`config.mk`:
```
export PLATFORM = sky130hd
export DESIGN_NAME = bcd_stopwatch
export DESIGN_NICKNAME = d
export VERILOG_FILES = /design/src/rtl/bcd_stopwatch.sv
export SDC_FILE = /design/constraint.sdc
export NUM_CORES = 1
export LEC_CHECK = 0
export BUFFER_PORTS_ARGS = -buffer_cell sky130_fd_sc_hd__buf_2
export CAP_MARGIN = 25
export CORE_AREA = 2 2 75 77
export CTS_CLUSTER_DIAMETER = 30
export DETAILED_ROUTE_END_ITERATION = 10
export DIE_AREA = 0 0 77 79
export PLACE_DENSITY = 0.75
export SYNTH_ARGS = -nofsm -noshare
export SYNTH_HDL_FRONTEND = slang
export SYNTH_SLANG_ARGS = --single-unit
```
`constraint.sdc`:
```
create_clock -name clk -period 2.2 [get_ports clk]
set_input_delay 0.11 -clock clk [delete_from_list [all_inputs] [get_ports clk]]
set_output_delay 0.11 -clock clk [all_outputs]
set_load 0.01 [all_outputs]
```
`src/rtl/bcd_stopwatch.sv`:
```
// BCD stopwatch: prescaled run/pause counter with lap freeze and wrap or saturate overflow.
// State | meaning: IDLE = stopped and zeroed, RUN = counting, PAUSED = halted with count/prescaler held.
module bcd_stopwatch #(
  parameter int NUM_DIGITS = 4,
  parameter int TICK_DIV   = 100000,
  parameter int WRAP_MODE  = 1
) (
  input  logic                    clk,
  input  logic                    rst,
  input  logic                    start_stop,
  input  logic                    clear,
  input  logic                    lap,
  output logic [4*NUM_DIGITS-1:0] count,
  output logic [4*NUM_DIGITS-1:0] display,
  output logic                    running,
  output logic                    lap_active,
  output logic                    overflow
);

  localparam int W  = 4 * NUM_DIGITS;
  localparam int PW = (TICK_DIV <= 2) ? 1 : $clog2(TICK_DIV);
  localparam logic [PW-1:0] PRESC_LAST = PW'(TICK_DIV - 1);

  function automatic logic [W-1:0] all_nines();
    logic [W-1:0] r;
    r = '0;
    for (int i = 0; i < NUM_DIGITS; i++) r[4*i +: 4] = 4'd9;
    return r;
  endfunction

  localparam logic [W-1:0] NINES = all_nines();

  function automatic logic [W-1:0] bcd_inc(input logic [W-1:0] v);
    logic [W-1:0] r;
    logic         c;
    r = v;
    c = 1'b1;
    for (int i = 0; i < NUM_DIGITS; i++) begin
      if (c) begin
        if (v[4*i +: 4] >= 4'd9) begin
          r[4*i +: 4] = 4'd0;
        end else begin
          r[4*i +: 4] = v[4*i +: 4] + 4'd1;
          c = 1'b0;
        end
      end
    end
    return r;
  endfunction

  typedef enum logic [1:0] {IDLE, RUN, PAUSED} state_t;

  state_t         state_q, state_d;
  logic [W-1:0]   count_q, count_d;
  logic [W-1:0]   lap_q, lap_d;
  logic [PW-1:0]  presc_q, presc_d;
  logic           lap_active_q, lap_active_d;
  logic           overflow_q, overflow_d;
  logic           ss_prev_q, clr_prev_q, lap_prev_q;
  logic           ss_ev, clr_ev, lap_ev;

  assign ss_ev  = start_stop & ~ss_prev_q;
  assign clr_ev = clear & ~clr_prev_q;
  assign lap_ev = lap & ~lap_prev_q;

  always_comb begin
    state_d      = state_q;
    count_d      = count_q;
    lap_d        = lap_q;
    presc_d      = presc_q;
    lap_active_d = lap_active_q;
    overflow_d   = (WRAP_MODE != 0) ? 1'b0 : overflow_q;

    if (clr_ev) begin
      count_d      = '0;
      presc_d      = '0;
      lap_active_d = 1'b0;
      overflow_d   = 1'b0;
      if (state_q != RUN) begin
        state_d = IDLE;
        lap_d   = '0;
      end
    end else begin
      if (state_q == RUN) begin
        if (presc_q == PRESC_LAST) begin
          presc_d = '0;
          if (count_q == NINES) begin
            overflow_d = 1'b1;
            if (WRAP_MODE != 0) count_d = '0;
          end else begin
            count_d = bcd_inc(count_q);
          end
        end else begin
          presc_d = presc_q + 1'b1;
        end
      end

      if (ss_ev) begin
        case (state_q)
          IDLE:    state_d = RUN;
          RUN:     state_d = PAUSED;
          PAUSED:  state_d = RUN;
          default: state_d = IDLE;
        endcase
      end

      // lap captures the pre-edge count, so a coincident tick is not seen
      if (lap_ev && state_q != IDLE) begin
        if (lap_active_q) begin
          lap_active_d = 1'b0;
        end else begin
          lap_d        = count_q;
          lap_active_d = 1'b1;
        end
      end
    end
  end

  always_ff @(posedge clk) begin
    if (rst) begin
      state_q      <= IDLE;
      count_q      <= '0;
      lap_q        <= '0;
      presc_q      <= '0;
      lap_active_q <= 1'b0;
      overflow_q   <= 1'b0;
      ss_prev_q    <= 1'b0;
      clr_prev_q   <= 1'b0;
      lap_prev_q   <= 1'b0;
    end else begin
      state_q      <= state_d;
      count_q      <= count_d;
      lap_q        <= lap_d;
      presc_q      <= presc_d;
      lap_active_q <= lap_active_d;
      overflow_q   <= overflow_d;
      ss_prev_q    <= start_stop;
      clr_prev_q   <= clear;
      lap_prev_q   <= lap;
    end
  end

  assign count      = count_q;
  assign display    = lap_active_q ? lap_q : count_q;
  assign running    = (state_q == RUN);
  assign lap_active = lap_active_q;
  assign overflow   = overflow_q;

endmodule
```
==> results_dict.tcl <==
set metrics [dict create \
    ir_drop_v 0.000305 \
    setup_viol_count_final 0 \
    clk_latency_ps 310 \
    skew_ps 4.51 \
    synth.yosys.seq_area_share 0.387 \
    grt_overflow_total 0 \
    drt-wirelength-per-cell_microns 14.8 \
    track_usage 0.227 \
    clock_path_buffers 2 \
    cts_hold_buf 0 \
    cp.arrival_ps 2220 \
    nets 397 \
    required_ps 2420 \
    finalHoldViolCount 0 \
    fin_crit_ps 2000 \
    yosys.cell_types.count 48 \
    synth_flop_cell "dfxtp_1" \
    root_buffer "clkbuf_8" \
    path_clk_slew_ps 90 \
    fmax_mhz 500 \
    powerDensity_mw_per_mm2 544 \
    core-area_sq_mm 0.00534 \
    post_cts.repair.setup_buffers 0 \
    drt-vias-per-instance 5.69 \
    crit_chain "ha_1 > and4b_1 > nand3_2 > or3_1 > o41ai_2" \
    end_kind "flop" \
    drc 0 \
    finalSetupTns_ps 0 \
    multi_input_area_sq_mm 0.00167 \
    syn_nets 358 \
    reg2reg_slack_ps 200 \
    hp-class "input port to flop" \
    yosysWarnings 0 \
    crit_start "presc_q[0]$_SDFFE_PP0P_" \
    r2r_end "count[11]$_SDFFE_PP0P_" \
    final_cells 452 \
    crit-reg2reg-launch "presc_q[0]$_SDFFE_PP0P_" \
    place_inst 444 \
    portBuffers 39 \
    critPathCapture "count[11]$_SDFFE_PP0P_" \
    syn_to_final_growth_pct 14.0 \
    initial_utilization 0.542 \
    cts_buffers 5 \
    routed_wl_mm 6.69 \
    post_cts_resized 0 \
    rows 27 \
    drt_iter0_drc 129 \
    cts_tree "built" \
    die_w_microns 77 \
    cp_slowest_stage_delay_ps 520 \
    fill_cells 498 \
    hpwl_mm 5.06 \
    dr.pass1.iters 4 \
    cp_slowest_cell "or3_1" \
    tightest_slew_ps 579 \
    antenna_found_initial 0 \
    synth_edf_count 0 \
    slew_viol_final 0 \
    placed_cell_area_sq_mm 0.00319 \
    rsz0062_at_grt "no" \
    worstHoldStart "lap" \
    grt_pass1_vias 2344 \
    leakage_nw 1.24 \
    synthCells 340 \
    cp-start-kind "flop" \
    ys_ff_latch 56 \
    cts.sinks 56 \
    die-area_sq_mm 0.00608 \
    h-tree-depth 2 \
    vias 2570 \
    place_congestion 0.853 \
    pin_count 40 \
    ant_nets 0 \
    die_h_microns 79 \
    cap_violations 0 \
    grt_pass1_wl_mm 11.1 \
    fin_crit_sh 0.908 \
    regArea_sq_mm 0.00112 \
    critical_path_class "flop to flop" \
    crit_path_max_fanout 14 \
    outcome "finished clean" \
    max_slew_margin 0.613 \
    post-route-cell-area_sq_mm 0.00330 \
    r2r_cells 5 \
    syn_avg_cell_area_sq_um 8.51 \
    drive_gt1_frac 0.205 \
    netlist_area_sq_mm 0.00289 \
    grt_max_degree 23 \
    num_antenna_cells 0 \
    async_reset_ff_frac 0 \
]
cell type report:
cell class              instances  area share
clock buffers                   6      0.0220
clock inverters                 2      0.0106
inverters                       9      0.0102
multi-input cells             257       0.506
flip-flops and latches         56       0.340
well taps                      72      0.0273
repair buffers                 50      0.0842
worst max-delay path, delay by kind of cell, from the launching register on:
kind,cells,cell delay [ps]
AND/OR/NAND/NOR,3,1040
flip-flops,1,380
AO/OA/AOI/OAI,1,290
adder cells (fa/ha/maj),1,200
per-stage QoR:
stage	total power [mW]	setup WS, ps	hold WS [ps]	util
after floorplan	1.12	320	238	-
after global placement	1.15	305	336	0.598
after detailed placement	1.15	234	340	0.598
after CTS	1.80	207	16.1	0.618
after global routing	1.85	51.9	29.7	0.618
final	1.80	201	29.2	0.618
kinds of logic (layout without fill, tap and decap cells):
group	count (synthesis)	count (layout)	share of synthesized area
xor gates and xnor gates	11	11	0.0333
buffers and inverters	27	67	0.0363
AOI/OAI and AO/OA	64	64	0.135
and+or+nand+nor	154	154	0.296
adders and majority gates	13	13	0.0562
muxes	15	15	0.0553
DFF	56	56	0.387
worst min path at each step:
stage                                  endpoint  slack [ps]  cells past startpoint
after floorplan           clr_prev_q$_SDFF_PP0_         240                      1
after global placement    clr_prev_q$_SDFF_PP0_         340                      2
after detailed placement   ss_prev_q$_SDFF_PP0_         340                      2
after CTS                  ss_prev_q$_SDFF_PP0_          20                      2
after global routing       ss_prev_q$_SDFF_PP0_          30                      2
final                     lap_prev_q$_SDFF_PP0_          30                      2
per-layer routing:
| metal | track usage | vias up | routed length (microns) |
|---|---|---|---|
| met2 | 0.363 | 52 | 3120 |
| met5 | 0 | - | 0 |
| met4 | 0.0625 | 0 | 60 |
| met1 | 0.317 | 1210 | 3230 |
| li1 | - | 1302 | - |
| met3 | 0.0398 | 6 | 282 |
state kept, by name (all words and copies together) (netlist names):
name / flops
clr_prev_q: 1
count: 16
lap_active: 1
lap_prev_q: 1
lap_q: 16
overflow: 1
presc_q: 17
ss_prev_q: 1
state_q: 2
power breakdown:
part / switching, mW / leakage [nW] / internal [mW]
combinational: 0.0587 / 0.731 / 0.0357
sequential: 0.00898 / 0.453 / 1.02
clock: 0.330 / 0.0552 / 0.338
total: 0.397 / 1.24 / 1.40
placed cells by master, fill, tap and decap left out, types with 2 or more instances in the layout:
cell type | netlist | layout
nand2b_1 | 2 | 2
xnor2_1 | 8 | 8
buf_4 | 0 | 11
nand3_2 | 3 | 3
and3_1 | 2 | 2
and4b_1 | 2 | 2
clkbuf_8 | 0 | 5
or3b_2 | 3 | 3
or3_1 | 10 | 10
dfxtp_1 | 56 | 56
o311ai_1 | 2 | 2
mux2_2 | 8 | 8
o41ai_1 | 4 | 4
nor4_1 | 3 | 3
nor2b_1 | 8 | 8
nand3_1 | 24 | 24
or4_1 | 2 | 2
nor3_1 | 6 | 6
o221a_2 | 3 | 3
nor2_1 | 22 | 22
xor2_1 | 3 | 3
buf_2 | 3 | 39
mux2i_1 | 7 | 7
nor3b_1 | 4 | 4
nand4b_1 | 7 | 7
a21oi_1 | 26 | 26
nand2_1 | 38 | 38
o21ai_1 | 11 | 11
o21ai_0 | 11 | 11
nand4_1 | 8 | 8
inv_1 | 9 | 9
ha_1 | 13 | 13
synth_stat cells, drive strengths merged (2+ instances only):
cell,n,area [sq um]
nor2b,8,50.1
or4,3,26.3
dfxtp,56,1120
nand4,8,50.1
nand4b,7,61.3
and4b,2,20.0
o311ai,2,17.5
or3,10,62.6
a21boi,2,15.0
nor2,22,82.6
mux2,8,90.1
nor4,4,31.3
nand2b,2,12.5
o21ai,22,110
xnor2,8,70.1
nor3,6,30.0
xor2,3,26.3
o41ai,5,51.3
nor3b,4,30.0
ha,13,163
a21oi,26,130
clkbuf,15,56.3
or3b,4,35.0
nand3,27,150
inv,9,33.8
and3,2,12.5
nand2,38,143
o221a,4,45.0
buf,3,15.0
mux2i,7,70.1
(Power assumes the default switching activity.)
